<file path="config.mk">
export PLATFORM = sky130hd
export DESIGN_NAME = nibble_demux4
export DESIGN_NICKNAME = d
export VERILOG_FILES = /design/src/rtl/nibble_demux4.sv
export SDC_FILE = /design/constraint.sdc
export NUM_CORES = 1
export LEC_CHECK = 0
export CAP_MARGIN = 20
export CORE_ASPECT_RATIO = 0.8
export CORE_MARGIN = 4
export CORE_UTILIZATION = 39
export DETAILED_ROUTE_END_ITERATION = 7
export PLACE_DENSITY = 0.62
export SYNTH_ARGS = -nofsm -noshare
export SYNTH_HDL_FRONTEND = slang
export SYNTH_SLANG_ARGS = --single-unit
</file>
<file path="constraint.sdc">
create_clock -name clk -period 1.89 [get_ports clk]
set_input_delay 0.378 -clock clk [delete_from_list [all_inputs] [get_ports clk]]
set_output_delay 0.378 -clock clk [all_outputs]
set_load 0.1 [all_outputs]
</file>
<file path="src/rtl/nibble_demux4.sv">
// Collects four WIDTH-bit words addressed by select into shadow slots and
// publishes them atomically on q0..q3 once every slot of the frame is written.
module nibble_demux4 #(
    parameter int unsigned WIDTH   = 4,
    parameter int unsigned TIMEOUT = 255
) (
    input  logic             clk,
    input  logic             rst_n,
    input  logic [WIDTH-1:0] din,
    input  logic [1:0]       select,
    input  logic             din_valid,
    input  logic             clear,
    output logic [WIDTH-1:0] q0,
    output logic [WIDTH-1:0] q1,
    output logic [WIDTH-1:0] q2,
    output logic [WIDTH-1:0] q3,
    output logic             frame_done,
    output logic             frame_abort,
    output logic             dup_err
);

    typedef enum logic {IDLE, FILL} state_t;

    localparam logic [15:0] TO_LAST = 16'(TIMEOUT - 1);

    state_t           state, state_n;
    logic [3:0]       mask, mask_n, slot;
    logic [15:0]      idle_cnt, idle_n;
    logic [WIDTH-1:0] shadow [4];
    logic [WIDTH-1:0] frame  [4];
    logic             accept, commit, done_n, abort_n, dup_n;

    always_comb begin
        slot    = 4'b0001 << select;
        accept  = din_valid && !clear;
        state_n = state;
        mask_n  = mask;
        idle_n  = idle_cnt;
        commit  = 1'b0;
        done_n  = 1'b0;
        abort_n = 1'b0;
        dup_n   = dup_err;
        // The committed frame must include the word arriving on the commit edge.
        for (int unsigned i = 0; i < 4; i++) begin
            frame[i] = (accept && select == 2'(i)) ? din : shadow[i];
        end
        case (state)
            IDLE: begin
                idle_n = '0;
                if (accept) begin
                    mask_n  = slot;
                    state_n = FILL;
                end
            end
            FILL: begin
                if (clear) begin
                    mask_n  = '0;
                    idle_n  = '0;
                    state_n = IDLE;
                end else if (din_valid) begin
                    idle_n = '0;
                    if ((mask & slot) != '0) dup_n = 1'b1;
                    if ((mask | slot) == 4'hF) begin
                        commit  = 1'b1;
                        done_n  = 1'b1;
                        mask_n  = '0;
                        state_n = IDLE;
                    end else begin
                        mask_n = mask | slot;
                    end
                end else if (idle_cnt == TO_LAST) begin
                    // This idle edge would bring the count to TIMEOUT: discard.
                    abort_n = 1'b1;
                    mask_n  = '0;
                    idle_n  = '0;
                    state_n = IDLE;
                end else begin
                    idle_n = idle_cnt + 16'd1;
                end
            end
        endcase
    end

    always_ff @(posedge clk or negedge rst_n) begin
        if (!rst_n) begin
            state       <= IDLE;
            mask        <= '0;
            idle_cnt    <= '0;
            frame_done  <= 1'b0;
            frame_abort <= 1'b0;
            dup_err     <= 1'b0;
            q0          <= '0;
            q1          <= '0;
            q2          <= '0;
            q3          <= '0;
            for (int unsigned i = 0; i < 4; i++) shadow[i] <= '0;
        end else begin
            state       <= state_n;
            mask        <= mask_n;
            idle_cnt    <= idle_n;
            frame_done  <= done_n;
            frame_abort <= abort_n;
            dup_err     <= dup_n;
            if (accept) shadow[select] <= din;
            if (commit) begin
                q0 <= frame[0];
                q1 <= frame[1];
                q2 <= frame[2];
                q3 <= frame[3];
            end
        end
    end

endmodule

</file>
## Word-level counts from Yosys, hierarchy flattened

Cells that the tools add are included.

| word-level totals | value |
|---|---|
| flip-flop bits (word level) | 56 |
| bits of input ports | 10 |
| output and inout port bits | 19 |
| word-level logic and storage cells | 72 |

| operators by class | value |
|---|---|
| $add $sub $neg | 1 |
| order comparisons | 2 |
| equality and inequality tests | 7 |
| shifts and indexed selects | 1 |
| mux-type cells | 31 |
| bitwise logic cells | 5 |
| reductions and logical operators | 11 |

Operators with widths:

| operator | number |
|---|---|
| 16-bit two-way mux | 3 |
| 4-bit two-way mux | 10 |
| 16-bit one-hot mux with 2 select lines | 1 |
| 16-bit by 1-bit adder with 16-bit output (second input constant) | 1 |
| 16-bit bitwise mux | 1 |
| 16-bit by 8-bit equality test with 1-bit output (second input constant) | 1 |
| 1-bit two-way mux | 13 |
| 4-bit demux with 2-bit select | 1 |
| 4-bit one-hot mux with 2 select lines | 1 |
| 1-bit logical AND | 6 |
| 4-bit bitwise AND | 1 |
| 2-bit equality test (second input constant) | 2 |
| 4-bit equality test (second input constant) | 1 |
| 4-bit by 3-bit inequality test with 1-bit output (second input constant) | 1 |
| 4-bit OR | 1 |
| 4-bit AND reduction | 1 |
| 4-bit nonzero test | 1 |
| 1-bit by 2-bit << shifter with 4-bit output (first input constant) | 1 |
| 3-bit greater-or-equal comparator (second input constant) | 1 |
| 3-bit by 1-bit less-than comparator with 1-bit output (second input constant) | 1 |
| 2-bit inverter with 3-bit output | 1 |
| 2-bit by 1-bit equality test with 1-bit output (second input constant) | 1 |
| 2-bit logical NOT | 1 |
| 2-bit inequality test (second input constant) | 1 |
| 4 further kinds | 5 |

## Logic depth before layout (Yosys ltp)

| logic depth | value |
|---|---|
| depth after elaboration | 7 |
| depth in mapped cells | 7 |
| depth with buffers taken out | 6 |

## Worst setup path before layout

Ideal clock, no wire load.

| path | value |
|---|---|
| path type | reg2reg |
| start | register mask[3] |
| end | register q0[1] |
| library setup time | 0.125 ns |
| data arrival time | 1.716 ns |
| data required time | 1.765 ns |
| path slack | 0.049 ns |
| stages on the path, launching flop included | 6 |
| path buffers | 1 |
| period minus slack after synthesis | 1.841 ns |
| path through | dfrtp_1 -> and2_2 -> nand3_1 -> a211oi_4 -> buf_6 -> mux2_2 |

| between the ends | value |
|---|---|
| longest elaborated chain between the ends | 6 |

Ends and longest elaborated chain:

| what | RTL line | RTL |
|---|---|---|
| start: declaration | 27 | `logic [3:0] mask, mask_n, slot;` |
| start signal: assignment | 99 | `mask <= mask_n;` |
| 4-bit OR | 63 | `if ((mask \| slot) == 4'hF) begin` |
| 4-bit equality test | 63 |  |
| 1-bit two-way mux | 63 |  |
| 1-bit two-way mux | 60 | `end else if (din_valid) begin` |
| 1-bit two-way mux | 56 | `if (clear) begin` |
| 1-bit two-way mux | 47 | `case (state)` |
| via commit | 31 | `logic accept, commit, done_n, abort_n, dup_n;` |
| end signal: assignment | 106 | `q0 <= frame[0];` |
| end: declaration | 13 | `output logic [WIDTH-1:0] q0,` |

The timed path passes the listed nets, and every way through them passes these cells.
A chain may end at the register's enable or synchronous reset.

==> out/qor.yml <==
run_status:
  status: "complete, no violations"
clock_network:
  htreeDepth: 2
  clkTransAtPathRegs_ns: 0.10
  clock-sinks: 56
  cts_buffers: 5
  cts_buffer_depth: 2
  worstSkewPairLatency_ns: 0.32
  tritoncts: "yes"
  cts-root-buf: "clkbuf_8"
setup_path:
  cpLargestDelayFamily: "buffers and inverters"
  cp_slowest_stage_delay_ns: 0.46
  cp_slowest_cell: "clkdlybuf4s50_1"
  critical_path_buf_inv_count: 2
  path_max_fanout: 4
  cpMostUsedCell: "mux2_2"
  crit_required_ns: 2.11
  start_kind: "input pin"
  criticalPathCategory: "in2reg"
  crit_arrival_ns: 2.07
  cp_cell_sequence: "clkdlybuf4s50_1 > nand2b_2 > nor3_2 > buf_4 > mux2_2 > mux2_2"
  cp-end-kind: "flip-flop"
floorplanning:
  core_area_mm2: 0.00638
  ios: 29
  die_y_um: 80.5
  die_x_um: 98.6
  rows: 26
  dieArea_mm2: 0.00794
  initial_core_util_pct: 40.2
global_route:
  grt_pass1_wl_um: 8910
  grt_use_met2_pct: 19.4
  grt_max_degree: 41
  grt_overflow: 0
  use_met1_pct: 21.7
  antenna_found_initial: 0
  grtUsageTotal_pct: 14.2
  grt_most_used_layer: "met1"
  grt_pass1_vias: 1756
  met3_usage_pct: 3.30
power_and_ir_drop:
  p_leak_uw: 0.00147
  p_sw_share_pct: 33.0
  power_frac_seq_pct: 45.2
  powerDensity_mw_per_mm2: 943
  p_clk_share_pct: 25.4
  vdd_drop_max_uv: 470
  combinationalPowerShare_pct: 29.4
  intPower_uw: 2100
  switchingPower_uw: 1040
layout:
  ff_latch_area_mm2: 0.00140
  areaGrowthSynthToFinish_pct: 29.8
  drive_gt1_share_pct: 38.0
  antenna_cells: 0
  nNetsFinal: 274
  nFillCells: 578
  stdcell_count: 347
  multi_input_area_mm2: 0.00114
detailed_routing:
  avgRoutedWirePerCell_um: 15.3
  vias: 1824
  drtIter0Drc: 37
  drc: 0
  wl_um: 5310
  drt_first_pass_iters: 4
  ant_nets: 0
  via_per_inst: 5.26
timing:
  timing.hold.ws_ns: 0.479
  tightest_slew_ns: 0.438
  period_share_pct: 98.0
  clock_skew_ns: 0.0159
  rsz0062_at_grt: "yes"
  hold_viol: 0
  slew_viol_final: 0
  setup_viol: 0
  layout_min_cycle_time_ns: 1.85
  slew_headroom_pct: 70.8
  max_freq_mhz: 540
synth:
  synthCells: 210
  yosysSeqAreaShare_pct: 54.7
  syn_avg_cell_area_um2: 12.2
  ys_ff_latch: 56
  yosys_warnings: 0
  ys_types: 41
  syn_area_mm2: 0.00256
  synth_nets: 222
placement:
  port_buffers: 28
  dp_hpwl_um: 3810
  place_inst: 337
  routabilityCongestion: 0.882
hold_path:
  hp-class: "reg2reg"
flow_run:
  maxCapViolCount: 0
## timing repair
action	4_1_cts	5_1_grt
buffers inserted	1	0
hold buffers	1	0
setup endpoints to repair	18	34
pin swaps	2	1
hold endpoints to repair	16	0
gates resized for setup	4	7
## cells in the final DEF, fill, tap and decap left out, types with 2 or more instances in the layout
cell type	synthesis	routed
a21oi_1	6	6
xnor2_1	3	3
dfrtp_1	56	56
or3_1	2	2
and3_1	4	4
clkdlybuf4s50_1	0	7
and2_4	0	2
ha_1	2	2
nor2_1	16	16
a221oi_1	3	3
a21o_1	2	2
nor3_1	4	3
mux2_2	33	33
clkbuf_8	0	5
nand2_1	6	6
nand3_1	8	7
o21ai_0	4	3
xor2_1	8	8
nand4_1	14	14
a32oi_1	4	4
inv_1	3	3
buf_12	0	10
clkinv_4	0	2
and2_1	5	3
buf_4	0	33
## Yosys cell counts
library cell,number,area share [%]
and2_2,1,0.29
a32oi_4,1,1.1
or4_1,1,0.29
o31ai_1,1,0.29
a221oi_1,3,1.0
mux4_1,1,1.0
a21o_2,1,0.34
mux2_2,33,15
dfrtp_1,56,55
clkbuf_2,1,0.20
a21o_1,2,0.59
nor3_1,4,0.78
xnor2_1,3,1.0
nor2b_1,1,0.24
and4_1,1,0.34
and3_1,4,0.98
xor2_1,8,2.7
and2b_1,1,0.29
nand4_1,14,3.4
inv_1,3,0.44
a211oi_4,1,0.78
buf_2,1,0.20
a31o_2,1,0.34
nor2_1,16,2.3
o21a_1,1,0.29
nand3_1,8,1.6
o21ai_0,4,0.78
and2_1,5,1.2
nand2_1,6,0.88
a32oi_1,4,1.4
clkbuf_1,6,0.88
ha_1,2,0.98
a21oi_1,6,1.2
nor4b_1,1,0.34
nor4_1,1,0.24
and2b_2,1,0.34
buf_6,1,0.44
or3_1,2,0.49
and3_2,1,0.29
a31oi_1,1,0.24
nand2b_1,1,0.24
## layer usage
layer  wire length (µm)  up-vias
li1                   -      875
met1               2750      902
met2               2230       37
met3                234       10
met4                 87        0
met5                  0        -
## through the flow
step / setup slack [ns] / cell area [µm²] / setup TNS [ns] / util [%] / total power (µW)
4_1_cts: 0.0117 / 3300 / 0 / 51.8 / 3170
2_1_floorplan: 0.0487 / 2560 / 0 / - / 2010
5_1_grt: -0.00934 / 3330 / -0.0106 / 52.2 / 3280
3_5_place_dp: -0.733 / 3140 / -15.07 / 49.3 / 2360
3_3_place_gp: -0.671 / 3140 / -13.85 / 49.3 / 2350
6_report: 0.0373 / 3330 / 0 / 52.2 / 3140
## kinds of logic (layout without fill, tap and decap cells)
group           after synthesis  count (layout)  share of synthesized area (%)
xor+xnor                     11              11                           3.76
simple gates                 69              69                           14.6
mux                          34              34                           15.5
fa+ha+maj                     2               2                          0.976
compound gates               26              26                           8.30
flops                        56              56                           54.7
buf+inv                      12              65                           2.15
## flip-flops by register name (all words and copies together) (netlist names)
name and count:
frame_abort 1, mask 4, frame_done 1, state 1
q3 4, idle_cnt 16, q2 4, q0 4
shadow 16, dup_err 1, q1 4
## worst register-to-register path: cells and delay by family, from the launching register on
family,cells,cell delay [ns]
and+or+nand+nor,3,1.04
AOI/OAI and AO/OA,1,0.15
DFF,1,0.45
## power by group through the flow
stage | Sequential, µW | Combinational [µW] | Clock, µW
after floorplan | 1780 | 231 | 0
after global placement | 1440 | 911 | 0
after detailed placement | 1440 | 918 | 0
after CTS | 1420 | 924 | 826
after global routing | 1440 | 970 | 873
final | 1420 | 923 | 796
## final cells by class
| type | count | area share, % |
|---|---|---|
| Clock buffer | 5 | 2.07 |
| Clock inverter | 3 | 1.43 |
| Tap cell | 84 | 3.16 |
| Inverter | 3 | 0.338 |
| Timing Repair Buffer | 54 | 16.7 |
| Sequential cell | 56 | 42.1 |
| Multi-Input combinational cell | 142 | 34.1 |
## worst paths after layout
check                            start            to  slack [ns]  cells after the start
max reg2reg                idle_cnt[2]  idle_cnt[15]        0.19                      4
max in group asynchronous        rst_n       mask[3]        0.80                      3
min reg2reg                idle_cnt[0]   idle_cnt[0]        0.48                      1
max                              clear         q0[1]        0.04                      6
min                        idle_cnt[0]   idle_cnt[0]        0.48                      1
min in group asynchronous        rst_n     shadow[8]        0.52                      2
Power figures use the tool's default switching activity.
==> variant, RTL diff (same flow settings) <==
`WIDTH`: 4 -> 6.
--- a/src/rtl/nibble_demux4.sv
+++ b/src/rtl/nibble_demux4.sv
@@ -1,7 +1,7 @@
 // Collects four WIDTH-bit words addressed by select into shadow slots and
 // publishes them atomically on q0..q3 once every slot of the frame is written.
 module nibble_demux4 #(
-    parameter int unsigned WIDTH   = 4,
+    parameter int unsigned WIDTH   = 6,
     parameter int unsigned TIMEOUT = 255
 ) (
     input  logic             clk,
Interface: changed (5 resized); port bits go from 29 to 39. The function was not compared with the original's and may differ.
==> variant against the original RTL <==
  * Area after synthesis increased by 27%
  * Largest cell class unchanged
  * Sequential power rose by 33%
  * Power is 43% higher
  * Count of clock-buffer cells in the layout up 4
  * Cell area grew 32%
  * Routed wire length rose by 34%
  * Sequential cell count is 16 higher
  * Hold slack lost 18 ps
  * Clock skew decreased by 4.8 ps
  * Worst setup slack improved by 30 ps
  * Global-route usage is 1.4 points higher
==> variant: results (changes against the original RTL) <==
* Slew headroom at 72.39% (was 70.78%)
* Clk buf depth at 2 (unchanged)
* Synth unique cells at 41 (unchanged)
* Clk root buf: clkbuf_8 (unchanged)
* Synth Warn # at 0 (unchanged)
* Hold crit path type: in -> reg (was reg -> reg)
* First-pass GRT wire length at 12.01 mm (was 8.914 mm)
* Crit Path Max Fanout at 15 (was 4)
* Final Max Slew Viols at 0 (unchanged)
* Number of port buffers at 38 (was 28)
* Sequential share of the synthesized area at 55.24% (was 54.69%)
* Hold buffers post-CTS at 1 (unchanged)
* Vias per cell at 5.152 (was 5.256)
* Final ANT Viol Nets at 0 (unchanged)
* Pin count of the biggest net entering global routing at 37 (was 41)
* Registers with the most flip-flops: shadow (24), idle_cnt (16) (was idle_cnt (16), shadow (16))
* Most frequent cells after synthesis: dfrtp_1 (72), mux2_2 (29), mux2_4 (20) (was dfrtp_1 (56), mux2_2 (33), nor2_1 (16))
* Dpl hpwl at 5.062 mm (was 3.814 mm)
* Post-synth top area share at 55.24% (was 54.69%)
* Status: finished, final reports clean (unchanged)
* H-tree depth at 3 (was 2)
* Total GRT Usage at 15.60% (was 14.21%)
* Peak supply drop at 558.6 µV (was 470.2 µV)
* TritonCTS buffer count at 9 (was 5)
* Syn Inst Count at 240 (was 210)
* Placed cell areas at 4131 µm² (was 3144 µm²)
* Synthesized Nets at 254 (was 222)
* Routed len/inst at 16.59 µm (was 15.29 µm)
* Arrival time worst endpoint at 2060 ps
* Logic power comb at 1.32 mW (was 0.923 mW)
* Worst-path clk slew at 80 ps (was 100 ps)
* Initial antenna violation count at 0 (unchanged)
* Skew final at 11.10 ps (was 15.90 ps)
* Fraction of registers with async set/reset at 100.0% (unchanged)
* DP Cell Count at 411 (was 337)
* Fin nets at 329 (was 274)
* Final wirelength at 7.102 mm (was 5.307 mm)
* Pwr dens at 1025 nW/µm² (was 943.1 nW/µm²)
* Share of cells above drive strength 1 at 42.81% (was 38.02%)
* Place WS at -406.5 ps (was -733.4 ps)
* Number of diodes at 0 (unchanged)
* Drt first pass iters at 4 (unchanged)
* Switching Fraction at 35.53% (was 33.03%)
* Vias in the first global route at 2293 (was 1756)
* Initial DRC count at 76 (was 37)
* Clock power frac at 28.6% (was 25.4%)
* Post-CTS Setup Inserts at 0 (was 1)
* Global placement routability congestion at 0.8456 (was 0.8815)
* Filler cell count at 672 (was 578)
* Skew-Pair Late Insertion Delay at 350 ps (was 320 ps)
* # resized after CTS at 2 (was 4)
* Largest cells by area after synthesis: dfrtp_1 (55%), mux2_2 (10%), mux2_4 (9.2%) (was dfrtp_1 (55%), mux2_2 (15%), nand4_1 (3.4%))
* Static Leak at 1.939 nW (was 1.472 nW)
[variant: cell count changes after synthesis, sizes merged, moves of 5 or more]
cell	unedited run	this run
xnor2	3	9
mux2	33	49
dfrtp	56	72
and2	6	0
buf	2	7
nor3	4	9
nand4	14	7
clkbuf	7	1
[variant: final timing paths]
kind | start | end | slack (ps) | depth (start not counted)
min in group asynchronous | rst_n | idle_cnt[14] | 490 | 2
max reg2reg | mask[2] | q1[5] | 100 | 5
max in group asynchronous | rst_n | shadow[15] | 720 | 4
max | select[1] | q1[5] | 70 | 6
min | din_valid | frame_abort | 460 | 4
min reg2reg | shadow[4] | shadow[4] | 500 | 1
[variant: layer usage]
| layer | vias to the layer above | GRT usage [%] | share of wire [%] |
|---|---|---|---|
| li1 | 1023 | - | - |
| met2 | 48 | 22.58 | 45 |
| met1 | 1125 | 22.69 | 50 |
| met3 | 9 | 4.871 | 3.9 |
| met5 | - | 0 | 0 |
| met4 | 0 | 4.103 | 1.4 |
[variant: cell families after synthesis]
logic type                 after synthesis  share of synthesized area [%]
muxes                                   50                          19.91
and+or+nand+nor                         69                          12.24
xor gates and xnor gates                14                          3.759
buffers and inverters                   14                          3.260
AOI/OAI and AO/OA                       19                          4.833
adders and majority gates                2                         0.7670
DFF                                     72                          55.24
[variant: layout make-up]
cell class / instances / area, µm² / share of cell area (%)
Tap cell: 108 / 135.1 / 3.086
Timing Repair Buffer: 72 / 837.1 / 19.11
Clock inverter: 7 / 85.08 / 1.943
Inverter: 6 / 22.52 / 0.5143
Clock buffer: 9 / 123.9 / 2.829
Multi-Input combinational cell: 154 / 1374 / 31.37
Sequential cell: 72 / 1802 / 41.14
[variant: worst max-delay path, stage by stage]
cell	delay, ps
clkdlybuf4s50_1	420
and3b_1	320
nand2_1	150
a31oi_4	240
buf_12	200
mux2_2	350
